File: config.mk
export PLATFORM = sky130hd
export DESIGN_NAME = serial_alu_ctrl
export DESIGN_NICKNAME = d
export VERILOG_FILES = /design/src/rtl/alu_pkg.sv /design/src/rtl/alu_bit_slice.sv /design/src/rtl/serial_alu_ctrl.sv
export SDC_FILE = /design/constraint.sdc
export NUM_CORES = 1
export LEC_CHECK = 0
export CORE_MARGIN = 3
export CORE_UTILIZATION = 30
export DETAILED_ROUTE_END_ITERATION = 8
export GPL_ROUTABILITY_DRIVEN = 0
export GPL_TIMING_DRIVEN = 1
export SYNTH_ARGS = -nofsm -noshare
export SYNTH_HDL_FRONTEND = slang
export SYNTH_SLANG_ARGS = --single-unit
File: constraint.sdc
create_clock -name clk_i -period 12.6 [get_ports clk_i]
set_clock_uncertainty 0.05 [all_clocks]
set_input_delay 3.78 -clock clk_i [delete_from_list [all_inputs] [get_ports clk_i]]
set_output_delay 3.78 -clock clk_i [all_outputs]
set_load 0.05 [all_outputs]
File: src/rtl/alu_pkg.sv
// Shared constants for the bit-serial ALU: slice control encodings, sequencer states
// and the slice operation code that selects the adder sum.
package alu_pkg;

    localparam logic [3:0] CTRL_AND = 4'b0000;
    localparam logic [3:0] CTRL_OR  = 4'b0001;
    localparam logic [3:0] CTRL_ADD = 4'b0010;
    localparam logic [3:0] CTRL_SUB = 4'b0110;
    localparam logic [3:0] CTRL_NOR = 4'b1100;
    localparam logic [3:0] CTRL_SLT = 4'b0111;

    localparam logic [1:0] OP_SUM = 2'b10;

    typedef enum logic [1:0] {
        ST_IDLE,
        ST_RUN,
        ST_FIX,
        ST_DONE
    } state_t;

endpackage

File: src/rtl/alu_bit_slice.sv
// Combinational 1-bit ALU slice: operand invert muxes, full adder, and an
// and/or/sum/less result select.
module alu_bit_slice (
    input  logic       a,
    input  logic       b,
    input  logic       a_inv,
    input  logic       b_inv,
    input  logic [1:0] op,
    input  logic       cin,
    input  logic       less,
    output logic       result,
    output logic       cout
);
    logic a_eff;
    logic b_eff;
    logic sum;

    assign a_eff = a ^ a_inv;
    assign b_eff = b ^ b_inv;
    assign sum   = a_eff ^ b_eff ^ cin;
    assign cout  = (a_eff & b_eff) | (a_eff & cin) | (b_eff & cin);

    always_comb begin
        result = 1'b0;
        case (op)
            2'b00:   result = a_eff & b_eff;
            2'b01:   result = a_eff | b_eff;
            2'b10:   result = sum;
            default: result = less;
        endcase
    end

endmodule

File: src/rtl/serial_alu_ctrl.sv
// Bit-serial ALU sequencer: drives alu_bit_slice LSB first, SLT resolved in a fix-up pass.
// ALU_SERIAL_RADIX2_EN: two chained slices, two bits per RUN cycle (WIDTH must be even).
//
// state   | meaning
// IDLE    | waiting for start_i; operands latched on accept
// RUN     | one slice step per cycle, LSB first
// FIX     | SLT only: less = msb sum XOR overflow
// DONE    | done_o pulse, result valid
module serial_alu_ctrl
    import alu_pkg::*;
#(
    parameter int WIDTH = 32
) (
    input  logic             clk_i,
    input  logic             rst_i,
    input  logic             start_i,
    input  logic [WIDTH-1:0] src1_i,
    input  logic [WIDTH-1:0] src2_i,
    input  logic [3:0]       ctrl_i,
    output logic             busy_o,
    output logic             done_o,
    output logic [WIDTH-1:0] result_o,
    output logic             zero_o,
    output logic             cout_o,
    output logic             overflow_o
);
`ifdef ALU_SERIAL_RADIX2_EN
    localparam int STEP = 2;
`else
    localparam int STEP = 1;
`endif
    localparam int CW = (WIDTH > 2) ? $clog2(WIDTH) : 1;
    localparam logic [CW-1:0] LAST_CNT = CW'(WIDTH / STEP - 1);

    generate
        if (WIDTH < 2) begin : g_bad_width
            $error("serial_alu_ctrl: WIDTH must be >= 2");
        end
        if (WIDTH % STEP != 0) begin : g_odd_width
            $error("serial_alu_ctrl: WIDTH must be even for the two-bit step");
        end
    endgenerate

    state_t           state, state_nx;
    logic [WIDTH-1:0] a_sh, b_sh, res_sh, res_nx;
    logic [3:0]       ctrl_q;
    logic [CW-1:0]    cnt;
    logic             carry_q, msb_sum_q;
    logic [STEP-1:0]  ci, co, r_bits, r_keep;
    logic [1:0]       slice_op;
    logic             is_slt, is_arith, first, last, less;

    assign is_slt   = (ctrl_q == CTRL_SLT);
    assign is_arith = (ctrl_q[1:0] == OP_SUM) || is_slt;
    assign slice_op = is_slt ? OP_SUM : ctrl_q[1:0];
    assign first    = (cnt == LAST_CNT);
    assign last     = (cnt == '0);
    assign less     = msb_sum_q ^ overflow_o;

    // Bit 0 of the word takes B_invert as carry-in, later steps take the registered carry.
    assign ci[0] = first ? ctrl_q[2] : carry_q;

    for (genvar g = 0; g < STEP; g++) begin : g_slice
        alu_bit_slice u_slice (
            .a      (a_sh[g]),
            .b      (b_sh[g]),
            .a_inv  (ctrl_q[3]),
            .b_inv  (ctrl_q[2]),
            .op     (slice_op),
            .cin    (ci[g]),
            .less   (1'b0),
            .result (r_bits[g]),
            .cout   (co[g])
        );
        if (g > 0) begin : g_chain
            assign ci[g] = co[g-1];
        end
    end

    // SLT keeps only the sum MSB in scratch; its shifted result bits are zero.
    assign r_keep = is_slt ? '0 : r_bits;
    assign res_nx = WIDTH'({r_keep, res_sh} >> STEP);

    always_ff @(posedge clk_i or posedge rst_i) begin
        if (rst_i) state <= ST_IDLE;
        else       state <= state_nx;
    end

    always_comb begin
        state_nx = state;
        busy_o   = 1'b0;
        done_o   = 1'b0;
        case (state)
            ST_IDLE: if (start_i) state_nx = ST_RUN;
            ST_RUN: begin
                busy_o = 1'b1;
                if (last) state_nx = is_slt ? ST_FIX : ST_DONE;
            end
            ST_FIX: begin
                busy_o   = 1'b1;
                state_nx = ST_DONE;
            end
            ST_DONE: begin
                done_o   = 1'b1;
                state_nx = ST_IDLE;
            end
            default: state_nx = ST_IDLE;
        endcase
    end

    always_ff @(posedge clk_i or posedge rst_i) begin
        if (rst_i) begin
            a_sh       <= '0;
            b_sh       <= '0;
            res_sh     <= '0;
            ctrl_q     <= '0;
            cnt        <= '0;
            carry_q    <= 1'b0;
            msb_sum_q  <= 1'b0;
            result_o   <= '0;
            zero_o     <= 1'b0;
            cout_o     <= 1'b0;
            overflow_o <= 1'b0;
        end else begin
            case (state)
                ST_IDLE: if (start_i) begin
                    a_sh      <= src1_i;
                    b_sh      <= src2_i;
                    ctrl_q    <= ctrl_i;
                    cnt       <= LAST_CNT;
                    res_sh    <= '0;
                    carry_q   <= 1'b0;
                    msb_sum_q <= 1'b0;
                end
                ST_RUN: begin
                    a_sh    <= a_sh >> STEP;
                    b_sh    <= b_sh >> STEP;
                    res_sh  <= res_nx;
                    carry_q <= co[STEP-1];
                    cnt     <= cnt - 1'b1;
                    if (last) begin
                        msb_sum_q  <= r_bits[STEP-1];
                        cout_o     <= is_arith & co[STEP-1];
                        overflow_o <= is_arith & (ci[STEP-1] ^ co[STEP-1]);
                        if (!is_slt) begin
                            result_o <= res_nx;
                            zero_o   <= (res_nx == '0);
                        end
                    end
                end
                ST_FIX: begin
                    result_o <= {{(WIDTH-1){1'b0}}, less};
                    zero_o   <= ~less;
                end
                default: ;
            endcase
        end
    end

endmodule
==> summary.md <==
| Metric | Value |
|---|---|
| Post-synth cell types | `41` |
| Largest net degree at the start of global routing | `101` |
| Post-Route WL | `13.6 mm` |
| Grt ovf | `0` |
| Synth cell count leaders | `dfrtp_1 (143), nand2_1 (72), o21ai_0 (71)` |
| Bufs and invs on worst path | `2` |
| Post-Synth Adder-Cell Area | `0.0231` |
| Cts hold-fix bufs | `0` |
| Clock Path Buffers | `2` |
| Worst min path class | `register to register` |
| Io pins | `108` |
| Required @ worst endpoint | `8770 ps` |
| First-pass GRT wire length | `22.5 mm` |
| Hold_ws | `427 ps` |
| Reg2Reg Depth | `6` |
| Share of layout cells above drive strength 1 | `0.0831` |
| Async SR Flop Fraction | `1.00` |
| Clock slew at reported path FFs | `60 ps` |
| Root Driver | `clkbuf_16` |
| P per Cell Area | `232 nW/um^2` |
| Initial core utilization | `0.308` |
| Complex-gate fraction of the synthesized area | `0.170` |
| Drt initial violations | `173` |
| RSZ-0062 raised after global routing | `false` |
| Hold Fails Final Rpt | `0` |
| Crit path max fanout | `5` |
| Total GRT Usage | `0.125` |
| Antenna-violating nets left | `0` |
| Post-synth top area cell | `dfrtp_1` |
| Die Area | `22700 sq um` |
| CP cell instances | `inv_1 > ha_1 > clkdlybuf4s50_1` |
| Tot Pwr | `1.90 mW` |
| Post-Syn Nets | `612` |
| Max-slew headroom | `0.198` |
| Yosys reg bits | `143` |
| Outcome | `finished, final reports clean` |
| Logic depth of the worst path, buffers included | `3` |
| Ant. Diodes | `0` |
| PortBufs | `107` |
| Syn Area/Cell | `11.8 sq um` |
| Fin nets | `707` |
| Cts bufs inserted | `17` |
| Critical path start-end classification | `register to output pin` |
| DR WL/cell | `14.9 microns` |
| Top-area cell type share of the netlist area | `0.571` |
| Metal-1 WL | `6.44 mm` |
| Synth Area in XOR/XNOR | `0.00978` |
| Max-cap violations | `0` |
| Mux cell area share after synthesis | `0.113` |
| Largest family of logic cells by synthesized area | `compound AO/OA/AOI/OAI gates` |
| Placed wire-length estimate | `9.32 mm` |
| Syn. warnings | `0` |
| Met2 wire length | `6.25 mm` |
| CTS tree | `yes` |
| H-Tree Depth | `4` |
| Register area share after synthesis | `0.571` |
| Slowest-stage cell, CP | `clkdlybuf4s50_1` |
| Core area | `20400 sq um` |
| Synth-to-layout area growth | `30.0%` |
| Die Ht | `151 microns` |
| Leakage | `3.59 nW` |
| Vias per cell | `4.78` |
| Fmax | `0.168 GHz` |
| Cell family with most CP delay | `buffers and inverters` |
| Initial antenna violation count | `1` |
| Num Clock Sinks | `143` |
| # DRC | `0` |
| Vias in the first global route | `4350` |
| Simple-gate share of the synthesized area | `0.0782` |
| Max Slew Vio Count | `0` |
| CP endpoint kind | `output pin` |
| Die width | `151 microns` |
| Top layer in use | `met5` |
| Worst-Skew Late Latency | `420 ps` |
| CP peak stage delay | `830 ps` |
| Metal3 WL | `718 microns` |
| Final setup violation count | `0` |
| Dpl ws | `6660 ps` |
| Postcts setup bufs | `0` |
| Min Tclk post-route | `5950 ps` |
| Most numerous cell in the Yosys netlist | `dfrtp_1` |
| Maximum VDD drop | `0.000144 V` |
| WP data arrival | `2120 ps` |
| # rows | `52` |
| Post-cts resize count | `0` |
| Ranking of synthesized cells by area | `dfrtp_1 (57%), mux2i_1 (10%), a22o_1 (8.8%)` |
| Crit share post-route | `0.472` |
| Kind of start point of the critical path | `register` |
| EDFF count, synth | `0` |
| Setup TNS | `0 ps` |
| Post-Syn Instances | `530` |
| Via count | `4342` |
| Setup WS post-layout | `6650 ps` |
| Cell Area, Synth | `6270 sq um` |
| Drt first pass iters | `4` |
| Main synth FF type | `dfrtp_1` |
| Hold depth | `2` |
| Worst Tran Pin Value | `1200 ps` |
through the flow:
stage / utilization / cells / cell area (sq um)
after global placement: 0.371 / 876 / 7560
after floorplan: - / 530 / 6270
after CTS: 0.400 / 908 / 8150
after global routing: 0.400 / 908 / 8150
final: 0.400 / 908 / 8150
after detailed placement: 0.371 / 876 / 7560
cells in the final DEF, fill, tap and decap left out, types with 8 or more instances in the layout:
cell type,netlist,routed
dfrtp_1,143,143
clkdlybuf4s50_1,0,107
nand2_1,72,72
o21ai_0,71,71
mux2i_1,65,64
a22o_1,63,63
clkbuf_16,0,17
nor4_1,9,9
ha_1,10,9
inv_1,9,8
state kept, by name, summed over array words and instances, names as in the netlist, 2 cells and up:
name      cells
state         2
b_sh         32
res_sh       31
cnt           5
result_o     32
ctrl_q        4
a_sh         32
area by class of cell:
type                       instances  area [sq um]
multi-input combinational        342          2500
inverter                           9          38.8
tap                              270           338
sequential                       143          3580
timing repair buffer             112          1110
clock buffer                      17           425
fill                            1949         12200
clock inverter                    15           168
where the power goes:
group	internal, mW	total, mW	switching [mW]
clock	0.282	0.503	0.220
sequential	0.602	0.704	0.102
combinational	0.282	0.689	0.407
logic make-up (layout without fill, tap and decap cells):
family | after synthesis | in the layout
AOI/OAI and AO/OA | 152 | 152
xor gates and xnor gates | 7 | 7
adders and majority gates | 11 | 11
buffers and inverters | 45 | 153
DFF | 143 | 143
muxes | 70 | 70
and+or+nand+nor | 102 | 102
worst paths after layout:
| check | start | slack (ps) | endpoint |
|---|---|---|---|
| max | state[0]$_DFFE_PP0P_ | 6650 | busy_o |
| min | b_sh[6]$_DFFE_PP0P_ | 430 | b_sh[6]$_DFFE_PP0P_ |
| max reg2reg | state[1]$_DFFE_PP0P_ | 9240 | result_o[22]$_DFFE_PP0P_ |
| min reg2reg | b_sh[6]$_DFFE_PP0P_ | 430 | b_sh[6]$_DFFE_PP0P_ |
| max in group asynchronous | rst_i | 7310 | cnt[3]$_DFFE_PP0P_ |
| min in group asynchronous | rst_i | 3720 | a_sh[22]$_DFFE_PP0P_ |
worst register-to-register path, cell delays in order (launching register included):
cell and delay, ps:
dfrtp_1 410, inv_1 170, ha_4 420, buf_4 750
nand2_2 220, nor3b_4 1010, a22o_1 260
routing by layer:
metal,up-vias,track usage
met5,-,0
met4,2,0.0335
met3,15,0.0412
met2,104,0.199
met1,2106,0.165
li1,2115,-
Power figures use the tool's default switching activity.
